===== config.mk =====
export PLATFORM = sky130hd
export DESIGN_NAME = usb_fifo_arbiter
export DESIGN_NICKNAME = d
export VERILOG_FILES = /design/src/rtl/usb_fifo_arbiter_pkg.sv /design/src/rtl/usb_fifo_arbiter.sv
export SDC_FILE = /design/constraint.sdc
export NUM_CORES = 1
export LEC_CHECK = 0
export ABC_CLOCK_PERIOD_IN_PS = 3700
export CORE_MARGIN = 1.5
export CORE_UTILIZATION = 35
export CTS_CLUSTER_SIZE = 30
export DETAILED_ROUTE_END_ITERATION = 10
export SLEW_MARGIN = 20
export SYNTH_ARGS = -nofsm -noshare
export SYNTH_HDL_FRONTEND = slang
export SYNTH_SLANG_ARGS = --single-unit

===== constraint.sdc =====
create_clock -name Clk -period 3.7 [get_ports Clk]
set_input_delay 0.37 -clock Clk [delete_from_list [all_inputs] [get_ports Clk]]
set_output_delay 0.37 -clock Clk [all_outputs]
set_load 0.1 [all_outputs]

===== src/rtl/usb_fifo_arbiter_pkg.sv =====
// Shared constants and types for the two-source USB packet arbiter.
// Header/trailer framing words, source identifiers and FSM state encoding.
package usb_fifo_arbiter_pkg;

  localparam logic [15:0] HDR_BASE   = 16'hA5A0;
  localparam logic [7:0]  TRL_TAG    = 8'hB5;
  localparam logic        SRC_SCURVE = 1'b0;
  localparam logic        SRC_ACQ    = 1'b1;

  typedef enum logic [2:0] {
    ST_IDLE  = 3'd0,
    ST_HDR   = 3'd1,
    ST_RD    = 3'd2,
    ST_FLUSH = 3'd3,
    ST_TRL   = 3'd4
  } arb_state_e;

  function automatic logic [1:0] src_onehot(input logic src_id);
    return (src_id == SRC_ACQ) ? 2'b10 : 2'b01;
  endfunction

endpackage


===== src/rtl/usb_fifo_arbiter.sv =====
// Round-robin arbiter moving bursts from the SCurve / ACQ source FIFOs into the
// USB data FIFO, framing each burst as header, payload words, trailer.
module usb_fifo_arbiter
  import usb_fifo_arbiter_pkg::*;
#(
  parameter int unsigned BURST_LEN = 16
) (
  input  logic        Clk,
  input  logic        reset_n,
  input  logic [1:0]  src_enable,
  input  logic        scurve_fifo_empty,
  input  logic        acq_fifo_empty,
  input  logic [15:0] scurve_fifo_dout,
  input  logic [15:0] acq_fifo_dout,
  output logic        scurve_fifo_rd_en,
  output logic        acq_fifo_rd_en,
  input  logic        usb_data_fifo_full,
  output logic [15:0] usb_data_fifo_wr_din,
  output logic        usb_data_fifo_wr_en,
  output logic        arb_busy,
  output logic [1:0]  arb_grant
);

  localparam logic [7:0] BURST_MAX = 8'(BURST_LEN);

  arb_state_e  r_state;
  logic [7:0]  r_cnt;
  logic        r_src;
  logic [1:0]  r_grant;
  logic        r_last;
  logic        r_rd_pend;
  logic        r_wr_en;
  logic [15:0] r_wr_din;

  logic [1:0]  w_req;
  logic        w_pick_src;
  logic        w_empty_g;
  logic [15:0] w_dout_g;
  logic        w_rd;
  logic [7:0]  w_cnt_next;

  assign w_req      = {src_enable[1] & ~acq_fifo_empty, src_enable[0] & ~scurve_fifo_empty};
  // With both sources pending, the one not served last wins.
  assign w_pick_src = (&w_req) ? ~r_last : w_req[1];

  assign w_empty_g  = (r_src == SRC_ACQ) ? acq_fifo_empty : scurve_fifo_empty;
  assign w_dout_g   = (r_src == SRC_ACQ) ? acq_fifo_dout  : scurve_fifo_dout;
  assign w_rd       = (r_state == ST_RD) & ~w_empty_g & ~usb_data_fifo_full & (r_cnt < BURST_MAX);
  assign w_cnt_next = r_cnt + {7'd0, w_rd};

  assign scurve_fifo_rd_en    = w_rd & (r_src == SRC_SCURVE);
  assign acq_fifo_rd_en       = w_rd & (r_src == SRC_ACQ);
  assign usb_data_fifo_wr_en  = r_wr_en;
  assign usb_data_fifo_wr_din = r_wr_din;
  assign arb_busy             = (r_state != ST_IDLE);
  assign arb_grant            = r_grant;

  // NOTE: all state updates use non-blocking assignments so every register
  // samples pre-edge values regardless of statement order.
  always_ff @(posedge Clk or negedge reset_n) begin
    if (!reset_n) begin
      r_state   <= ST_IDLE;
      r_cnt     <= 8'd0;
      r_src     <= SRC_SCURVE;
      r_grant   <= 2'b00;
      r_last    <= SRC_ACQ;
      r_rd_pend <= 1'b0;
      r_wr_en   <= 1'b0;
      r_wr_din  <= 16'h0000;
    end else begin
      // Source data arrives the cycle after rd_en; capture it one edge later.
      r_rd_pend <= w_rd;
      r_wr_en   <= r_rd_pend;
      if (r_rd_pend) r_wr_din <= w_dout_g;

      case (r_state)
        ST_IDLE: begin
          if (|w_req) begin
            r_src   <= w_pick_src;
            r_grant <= src_onehot(w_pick_src);
            r_state <= ST_HDR;
          end
        end
        ST_HDR: begin
          if (!usb_data_fifo_full) begin
            r_wr_en  <= 1'b1;
            r_wr_din <= HDR_BASE | {15'd0, r_src};
            r_state  <= ST_RD;
          end
        end
        ST_RD: begin
          r_cnt <= w_cnt_next;
          if ((w_cnt_next == BURST_MAX) || w_empty_g) r_state <= ST_FLUSH;
        end
        ST_FLUSH: begin
          r_state <= ST_TRL;
        end
        ST_TRL: begin
          if (!usb_data_fifo_full) begin
            r_wr_en  <= 1'b1;
            r_wr_din <= {TRL_TAG, r_cnt};
            r_last   <= r_src;
            r_cnt    <= 8'd0;
            r_grant  <= 2'b00;
            r_state  <= ST_IDLE;
          end
        end
        default: r_state <= ST_IDLE;
      endcase
    end
  end

endmodule


==> run metrics, run 1 <==
synthesis-stage register bit count 33; Synth Net Count 261; area of the core 0.00551 mm^2; NumNets Final 313; gp weighted congestion 0.809; number of port buffers 60; Finish-stage setup viols 0; Syn-to-layout area delta 36.2%; fraction of layout cells with a size suffix above 1 8.82%; post-route minimum period 2.76 ns; largest net degree at the start of global routing 38; CTS tree done; row count 27; fmax 363 MHz; number of global-route vias before repair 1694; final period utilization 74.5%; Critical Path AT 2.96 ns; Hold Fails Final Rpt 0; worst-margin pin slew 1.01 ns; CP top delay family simple AND/OR/NAND/NOR gates; Post-synth EDFFs 0; slew margin rel. 32.5%; FFs w/ async S/R, synth 100%; DRC Markers 0; critical path class flop to flop; slowest CP cell or3b_1; Max-Cap Viols 0; total wire length 4920 um; total grt overflow 0; critical path startpoint category flop; r2r setup slk 0.94 ns; Post-DP HPWL 3480 um; setup_tns 0 ns; maximum level of the CTS H-tree 2; P_leak 1.11 nW; Die H 78.6 um; postcts setup bufs 0; global route hottest layer met2; CTS Hold Buffers Added 0; Cells after Synth 219; Netlist cell types 49; CP peak stage delay 0.60 ns; most numerous cell on the critical path ha_1; mapped cell area 0.00200 mm^2; status finished, final reports clean; die area 0.00617 mm^2; Via Count 1773; most frequent cell after synthesis nand2_1; Root Driver clkbuf_8; largest area contributor in the netlist dfrtp_1; antenna-violating nets left 0; ys flop type dfrtp_1; initial core utilization 36.3%; Post-Route Skew 0.00426 ns; post-cts resize count 0; RSZ-0062 raised after global routing false; CTS clk-pin slew, worst paths 0.07 ns; WL per Instance 14.3 um; deepest clock path buffer count 2; fillers 529; syn_area_per_cell 9.12 um^2; grt met1 use 22.9%; first-pass GRT wire length 8350 um; critical-path cell list or3b_1, nor3_2, ha_1, ha_1, a21boi_0, a21oi_1, o31a_1, o32ai_2; Post-synth top cells nand2_1 (36), dfrtp_1 (32), o21ai_0 (27); clk sink count 33; Crit path required time 3.90 ns; ant diodes 0; register area share after synthesis 41.4%; initial antenna violation count 0; post-synth top area share 40.1%; synth warn 0; Final Max Tran Viols 0; CP endpoint kind flop; # IOs 61; Hold Crit Class input pin to asynchronous set/reset pin; routed vias/inst 5.15; met3 usage 3.49%; Place WS 0.785 ns; Die W 78.6 um; Synth area leaders dfrtp_1 (40%), mux2i_1 (8.5%), nand2_1 (6.8%), o21ai_0 (6.8%), a21oi_1 (2.5%); first drt pass iteration count 4; Worst-Skew Late Latency 0.28 ns; TritonCTS Buffers 5; DR iter-0 viols 89; pwr/cell area 887 mW/mm^2; crit-path max FO 17; Max VDD drop 0.757 mV; WP buf/inv 0; final setup margin 0.944 ns; met2 Use GR 27.9%; Tot GR Track Use 17.4%
==> per-stage QoR <==
stage | power [W] | hold slack [ns] | instance area (um^2) | instances | utilization [%]
after floorplan | 0.00173 | 0.0744 | 2000 | 219 | -
after global placement | 0.00207 | 0.490 | 2610 | 336 | 47.3
after detailed placement | 0.00207 | 0.501 | 2610 | 336 | 47.3
after CTS | 0.00243 | 0.516 | 2720 | 344 | 49.4
after global routing | 0.00254 | 0.526 | 2720 | 344 | 49.4
final | 0.00241 | 0.490 | 2720 | 344 | 49.4
==> where the power goes <==
group,internal (W),switching [W],leakage (nW)
registers,0.000482,0.000113,0.414
logic,0.000414,0.00105,0.641
clock network,0.000220,0.000133,0.0585
==> cell families (layout without fill, tap and decap cells) <==
kind of cell               after synthesis  in the layout  share of synthesized area [%]
xor gates and xnor gates                 1              1                          0.438
adders and majority gates                3              3                           1.88
muxes                                   18             18                           9.08
and+or+nand+nor                         74             74                           18.2
DFF                                     33             33                           41.4
buffers and inverters                   25             78                           7.07
AOI/OAI and AO/OA                       65             65                           22.0
==> worst reg2reg max path, cell delays in order, from the launching register on <==
cell,delay [ns]
dfrtp_1,0.58
or3b_1,0.60
nor3_2,0.31
ha_1,0.20
ha_1,0.27
a21boi_0,0.20
a21oi_1,0.08
o31a_1,0.25
o32ai_2,0.18
==> layer usage <==
layer / vias up / share of wire [%] / routed length [um]
met5: - / 0 / 0
met1: 831 / 49 / 2420
met2: 48 / 44 / 2190
met4: 0 / 1.3 / 64
met3: 7 / 5.1 / 250
li1: 887 / - / -
==> worst paths after layout <==
path	end	cells past startpoint	from
setup / recovery	r_state[0]	8	r_state[2]
hold / removal	usb_data_fifo_wr_din[12]	2	reset_n
setup reg to reg	r_state[0]	8	r_state[2]
hold reg to reg	usb_data_fifo_wr_din[13]	2	usb_data_fifo_wr_din[13]
max in group asynchronous	r_last	2	reset_n
min in group Clk	usb_data_fifo_wr_din[13]	2	usb_data_fifo_wr_din[13]
==> cell usage in the layout, fill, tap and decap left out, types with 4 or more instances in the layout <==
master | netlist | layout
a21oi_1 | 10 | 10
nand4_1 | 4 | 4
clkdlybuf4s50_1 | 0 | 58
nand2_1 | 36 | 36
o21ai_0 | 27 | 27
clkbuf_8 | 1 | 6
o31ai_1 | 4 | 4
inv_1 | 5 | 5
nor2_1 | 11 | 11
nand2b_1 | 4 | 4
mux2i_1 | 17 | 17
buf_4 | 2 | 7
dfrtp_1 | 32 | 32
==> area by class of cell <==
| class | instances | area, um^2 | share of cell area [%] |
|---|---|---|---|
| multi-input combinational | 161 | 1040 | 38.1 |
| timing repair buffer | 65 | 633 | 23.3 |
| sequential | 33 | 827 | 30.4 |
| clock inverter | 1 | 30.0 | 1.10 |
| tap | 72 | 90.1 | 3.31 |
| clock buffer | 7 | 86.3 | 3.17 |
| inverter | 5 | 18.8 | 0.690 |
==> state kept, by name, summed over array words and instances (netlist names) <==
| name | cells |
|---|---|
| r_state | 3 |
| arb_grant | 2 |
| usb_data_fifo_wr_din | 16 |
| r_last | 1 |
| r_src | 1 |
| r_rd_pend | 1 |
| r_cnt | 8 |
| usb_data_fifo_wr_en | 1 |
Power figures use the tool's default switching activity.
==> run 2, diff against run 1 <==
- ABC_CLOCK_PERIOD_IN_PS: 3700 -> 2600
- clock period: 3.7 -> 2.6 ns (I/O delays scaled with it)
==> run 2 against run 1 <==
Compared with the run above: non-clock buffer count up 11; global-route usage up 0.53 points; highest routed layer unchanged; flip-flop and latch count unchanged; first-iteration DRC count down 1.1%; critical path depth unchanged; register-to-register slack worse by 0.64 ns; sequential share of layout area down 0.56 points.
==> run metrics, run 2 (synthesis gave the netlist of run 1 again) <==
fraction of layout cells with a size suffix above 1 19.8%; Syn-to-layout area delta 38.8%; die area 0.00617 mm^2; FF/Latch Area 827 um^2; non-filler instance count after layout 355; critical path class flop to flop; cell-internal power 0.00152 W; Tot GR Track Use 17.9%; setup_tns 0 ns; gp weighted congestion 0.831; CTS Hold Buffers Added 0; Reg2Reg Launch Point r_state[0]; Root Driver clkbuf_8; CTS tree done; Post-DP HPWL 3650 um; RSZ-0062 raised after global routing false; Largest register FFs 16; worst reg2reg path depth 8; pwr/cell area 1210 mW/mm^2; CP Launch Point r_state[0]; P_leak 1.19 nW; r2r setup slk 0.31 ns; number of port buffers 60; Critical Path AT 2.47 ns; slew margin rel. 49.5%; critical path startpoint category flop; sequential share of power 23.5%; postcts setup bufs 0; final non-filler cell area 0.00277 mm^2; post-route minimum period 2.29 ns; Finish-stage setup viols 0; Hold Crit Class input pin to asynchronous set/reset pin; Post-Route Skew 0.00713 ns; final period utilization 88.2%; Combinational Power Share 64.0%; Worst Setup EP r_state[0]; first drt pass iteration count 4; final setup margin 0.306 ns; CP endpoint kind flop; worst-margin pin slew 0.757 ns; Clock Power Share 12.6%; Placement Cell Area 0.00267 mm^2; post-cts resize count 0; total wire length 4940 um; clk sink count 33; area of the core 0.00551 mm^2; Die H 78.6 um; number of global-route vias before repair 1831; Hold Fails Final Rpt 0; Final Max Tran Viols 0; crit-path max FO 8; maximum level of the CTS H-tree 2; most frequent cells in the layout clkdlybuf4s50_1 (38), nand2_1 (36), buf_4 (36); DRC Markers 0; fmax 436 MHz; DR iter-0 viols 88; initial antenna violation count 0; fillers 506; Max VDD drop 0.993 mV; most common cell after layout, fill and taps aside clkdlybuf4s50_1; deepest clock path buffer count 2; WL per Instance 13.9 um; antenna-violating nets left 0; status finished, final reports clean; TritonCTS Buffers 5; row count 27; initial core utilization 36.3%; placed insts 347; CTS clk-pin slew, worst paths 0.07 ns; Crit path required time 2.78 ns; Via Count 1773; Sw Ratio 54.9%; Worst-Skew Late Latency 0.28 ns; ant diodes 0; total grt overflow 0; routed vias/inst 4.99; first-pass GRT wire length 8690 um; Max-Cap Viols 0; Die W 78.6 um; area taken by multi-input logic gates 0.00104 mm^2; largest net degree at the start of global routing 34; # IOs 61; P_sw 0.00185 W; NumNets Final 324; Critical R2R Capture r_state[0]; Place WS 0.0188 ns
-- run 2: how the worst min path moves through the flow --
stage,end,slack (ns),cells past startpoint
final,usb_data_fifo_wr_din[8],0.38,2
after global routing,usb_data_fifo_wr_din[8],0.44,2
after CTS,usb_data_fifo_wr_din[8],0.41,2
after detailed placement,usb_data_fifo_wr_din[15],0.49,2
after global placement,usb_data_fifo_wr_din[10],0.49,2
after floorplan,arb_grant[0],-0.04,0
-- run 2: worst max-delay path, stage by stage (launching register included) --
cell and delay (ns):
dfrtp_1 0.38, or3b_1 0.42, nor3_2 0.21, ha_1 0.18
ha_1 0.28, a21boi_0 0.21, a21oi_1 0.08, o31a_1 0.26
o32ai_2 0.19
-- run 2: routing by layer --
layer	up-vias	share of wire (%)	track usage [%]
met1	820	49	24.3
met4	0	0.43	4.29
met3	2	4.0	3.14
met5	-	0	0
li1	909	-	-
met2	42	47	29.5
-- run 2: stage by stage --
step	util, %	hold WS, ns	total power, W
6_report	50.4	0.382	0.00337
5_1_grt	50.4	0.439	0.00358
4_1_cts	50.4	0.407	0.00341
3_5_place_dp	48.5	0.492	0.00297
3_3_place_gp	48.5	0.491	0.00297
2_1_floorplan	-	-0.0356	0.00247
-- run 2: final cells by class --
type | count | area share (%)
clock inverters | 1 | 0.181
multi-input cells | 161 | 37.7
well taps | 72 | 3.25
repair buffers | 76 | 24.9
inverters | 5 | 0.677
flip-flops and latches | 33 | 29.8
clock buffers | 7 | 3.47
-- run 2: power groups by stage --
stage          clock, W  sequential (W)  combinational, W
3_3_place_gp          0        0.000801           0.00216
5_1_grt        0.000458        0.000822           0.00230
2_1_floorplan         0         0.00165          0.000816
3_5_place_dp          0        0.000802           0.00217
4_1_cts        0.000439        0.000793           0.00217
6_report       0.000423        0.000791           0.00215
==> run 3, diff against run 2 <==
--- a/config.mk
+++ b/config.mk
@@ -7,4 +7,4 @@
 export LEC_CHECK = 0
+export ABC_AREA = 1
 export ABC_CLOCK_PERIOD_IN_PS = 2600
-export CORE_MARGIN = 1.5
 export CORE_UTILIZATION = 35
--- a/constraint.sdc
+++ b/constraint.sdc
@@ -3,2 +3,2 @@
 set_output_delay 0.26 -clock Clk [all_outputs]
-set_load 0.1 [all_outputs]
+set_load 0.005 [all_outputs]
==> run 3 against run 2 <==
Compared with the run above: global-route usage is 2.3 points higher; combinational power is 46% lower; critical path type is now flop to primary output; synthesized area is 4.3% lower; maximum frequency is 3.9% lower; sequential share of layout area is 0.62 points higher.
==> run metrics, run 3 <==
critical path class flop to primary output; crit-path max FO 3; post-route minimum period 2.39 ns; Combinational Power Share 46.4%; CP top delay family buffers and inverters; # IOs 61; Finish-stage setup viols 0; largest net degree at the start of global routing 34; Max-Cap Viols 0; first-pass GRT wire length 9250 um; Tot GR Track Use 20.2%; Critical Path AT 2.13 ns; maximum level of the CTS H-tree 2; initial antenna violation count 0; synthesis-stage register bit count 33; Root Driver clkbuf_8; Die H 75.9 um; row count 26; most frequent cell after synthesis nand2_1; slowest CP cell clkdlybuf4s50_1; Post-synth top cells nand2_1 (52), dfrtp_1 (32), o21ai_0 (31); Final Max Tran Viols 0; Syn-to-layout area delta 42.1%; RSZ-0062 raised after global routing false; Hold Fails Final Rpt 0; Place WS 0.0622 ns; WP buf/inv 2; WL per Instance 14.1 um; routed vias/inst 4.97; non-filler instance count after layout 384; Crit path required time 2.34 ns; Post-Route Skew 0.0126 ns; Reg2Reg Launch Point r_state[2]; Via Count 1907; ys flop type dfrtp_1; post-cts resize count 0; DR iter-0 viols 133; P_sw 0.000942 W; setup_tns 0 ns; Netlist cell types 34; Hold Crit Class input pin to asynchronous set/reset pin; final setup margin 0.213 ns; pwr/cell area 924 mW/mm^2; post-synth top area share 41.9%; most frequent cells in the layout clkdlybuf4s50_1 (60), nand2_1 (52), dfrtp_1 (32); CP Launch Point r_state[2]; total wire length 5420 um; Post-DP HPWL 3840 um; total grt overflow 0; CP endpoint kind primary output; FFs w/ async S/R, synth 100%; Sw Ratio 37.5%; area of the core 0.00517 mm^2; CTS clk-pin slew, worst paths 0.07 ns; deepest clock path buffer count 2; most common cell after layout, fill and taps aside clkdlybuf4s50_1; slew margin rel. 62.7%; Clock Power Share 20.2%; clk sink count 33; Worst-Skew Late Latency 0.29 ns; first drt pass iteration count 4; register area share after synthesis 43.3%; mapped cell area 0.00191 mm^2; CP peak stage delay 0.54 ns; die area 0.00576 mm^2; status finished, final reports clean; number of port buffers 60; placed insts 375; Die W 75.9 um; final period utilization 91.8%; P_leak 1.22 nW; largest area contributor in the netlist dfrtp_1; cell-internal power 0.00157 W; critical path startpoint category flop; DRC Markers 0; Largest register FFs 16; Post-synth EDFFs 0; ant diodes 0; worst-margin pin slew 0.559 ns; Synth Net Count 289; Cells after Synth 247; gp weighted congestion 0.804; critical-path cell list nor2_4, nand2_4, a211oi_2, nand4_1, buf_4, nor2_1, clkdlybuf4s50_1; fraction of layout cells with a size suffix above 1 10.8%; sequential share of power 33.4%; Max VDD drop 0.432 mV; NumNets Final 355; syn_area_per_cell 7.74 um^2; initial core utilization 37.0%; CTS tree done; TritonCTS Buffers 5; Synth area leaders dfrtp_1 (42%), nand2_1 (10%), o21ai_0 (8.1%), nand3_1 (6.3%), nor2_1 (5.3%); fmax 419 MHz; synth warn 0; number of global-route vias before repair 1893; antenna-violating nets left 0
[run 3: repair_timing]
action	4_1_cts	5_1_grt
setup endpoints to repair	0	1
buffers inserted	0	1
hold buffers	0	0
[run 3: area by class of cell]
| type | count | area, um^2 |
|---|---|---|
| repair buffers | 69 | 668 |
| multi-input cells | 173 | 898 |
| flip-flops and latches | 33 | 827 |
| fillers | 496 | 2460 |
| clock inverters | 1 | 30.0 |
| inverters | 31 | 119 |
| well taps | 70 | 87.6 |
| clock buffers | 7 | 86.3 |
[run 3: path summary, 6_finish.rpt]
check / end / slack, ns / depth (start not counted)
max: acq_fifo_rd_en / 0.21 / 7
min: usb_data_fifo_wr_din[9] / 0.37 / 2
max reg2reg: r_state[1] / 0.30 / 15
min reg2reg: r_last / 0.51 / 2
max in group asynchronous: r_last / 1.88 / 2
min in group Clk: r_last / 0.51 / 2
[run 3: logic make-up after synthesis]
group	Yosys count	synth area share (%)
AO/OA/AOI/OAI	52	16.6
adder cells (fa/ha/maj)	3	1.96
buffers and inverters	41	9.75
flip-flops	33	43.3
AND/OR/NAND/NOR	118	28.4
[run 3: per-layer routing]
layer	GRT usage, %	up-vias	wire length [um]
met5	0	-	0
met3	4.10	5	283
li1	-	947	-
met2	32.1	60	2430
met1	27.7	895	2660
met4	5.77	0	51
[run 3: metrics by stage]
stage | power (W) | cell area (um^2) | utilization (%) | hold slack, ns
after global routing | 0.00270 | 2720 | 52.5 | 0.427
after global placement | 0.00200 | 2590 | 50.1 | 0.483
final | 0.00251 | 2720 | 52.5 | 0.373
after CTS | 0.00253 | 2710 | 52.4 | 0.389
after floorplan | 0.00148 | 1910 | - | -0.0356
after detailed placement | 0.00201 | 2590 | 50.1 | 0.499
[run 3: power groups by stage]
stage / clock network [W] / registers [W] / logic, W
2_1_floorplan: 0 / 0.000824 / 0.000651
3_3_place_gp: 0 / 0.000842 / 0.00116
3_5_place_dp: 0 / 0.000845 / 0.00117
4_1_cts: 0.000520 / 0.000839 / 0.00117
5_1_grt: 0.000540 / 0.000866 / 0.00129
6_report: 0.000507 / 0.000838 / 0.00116
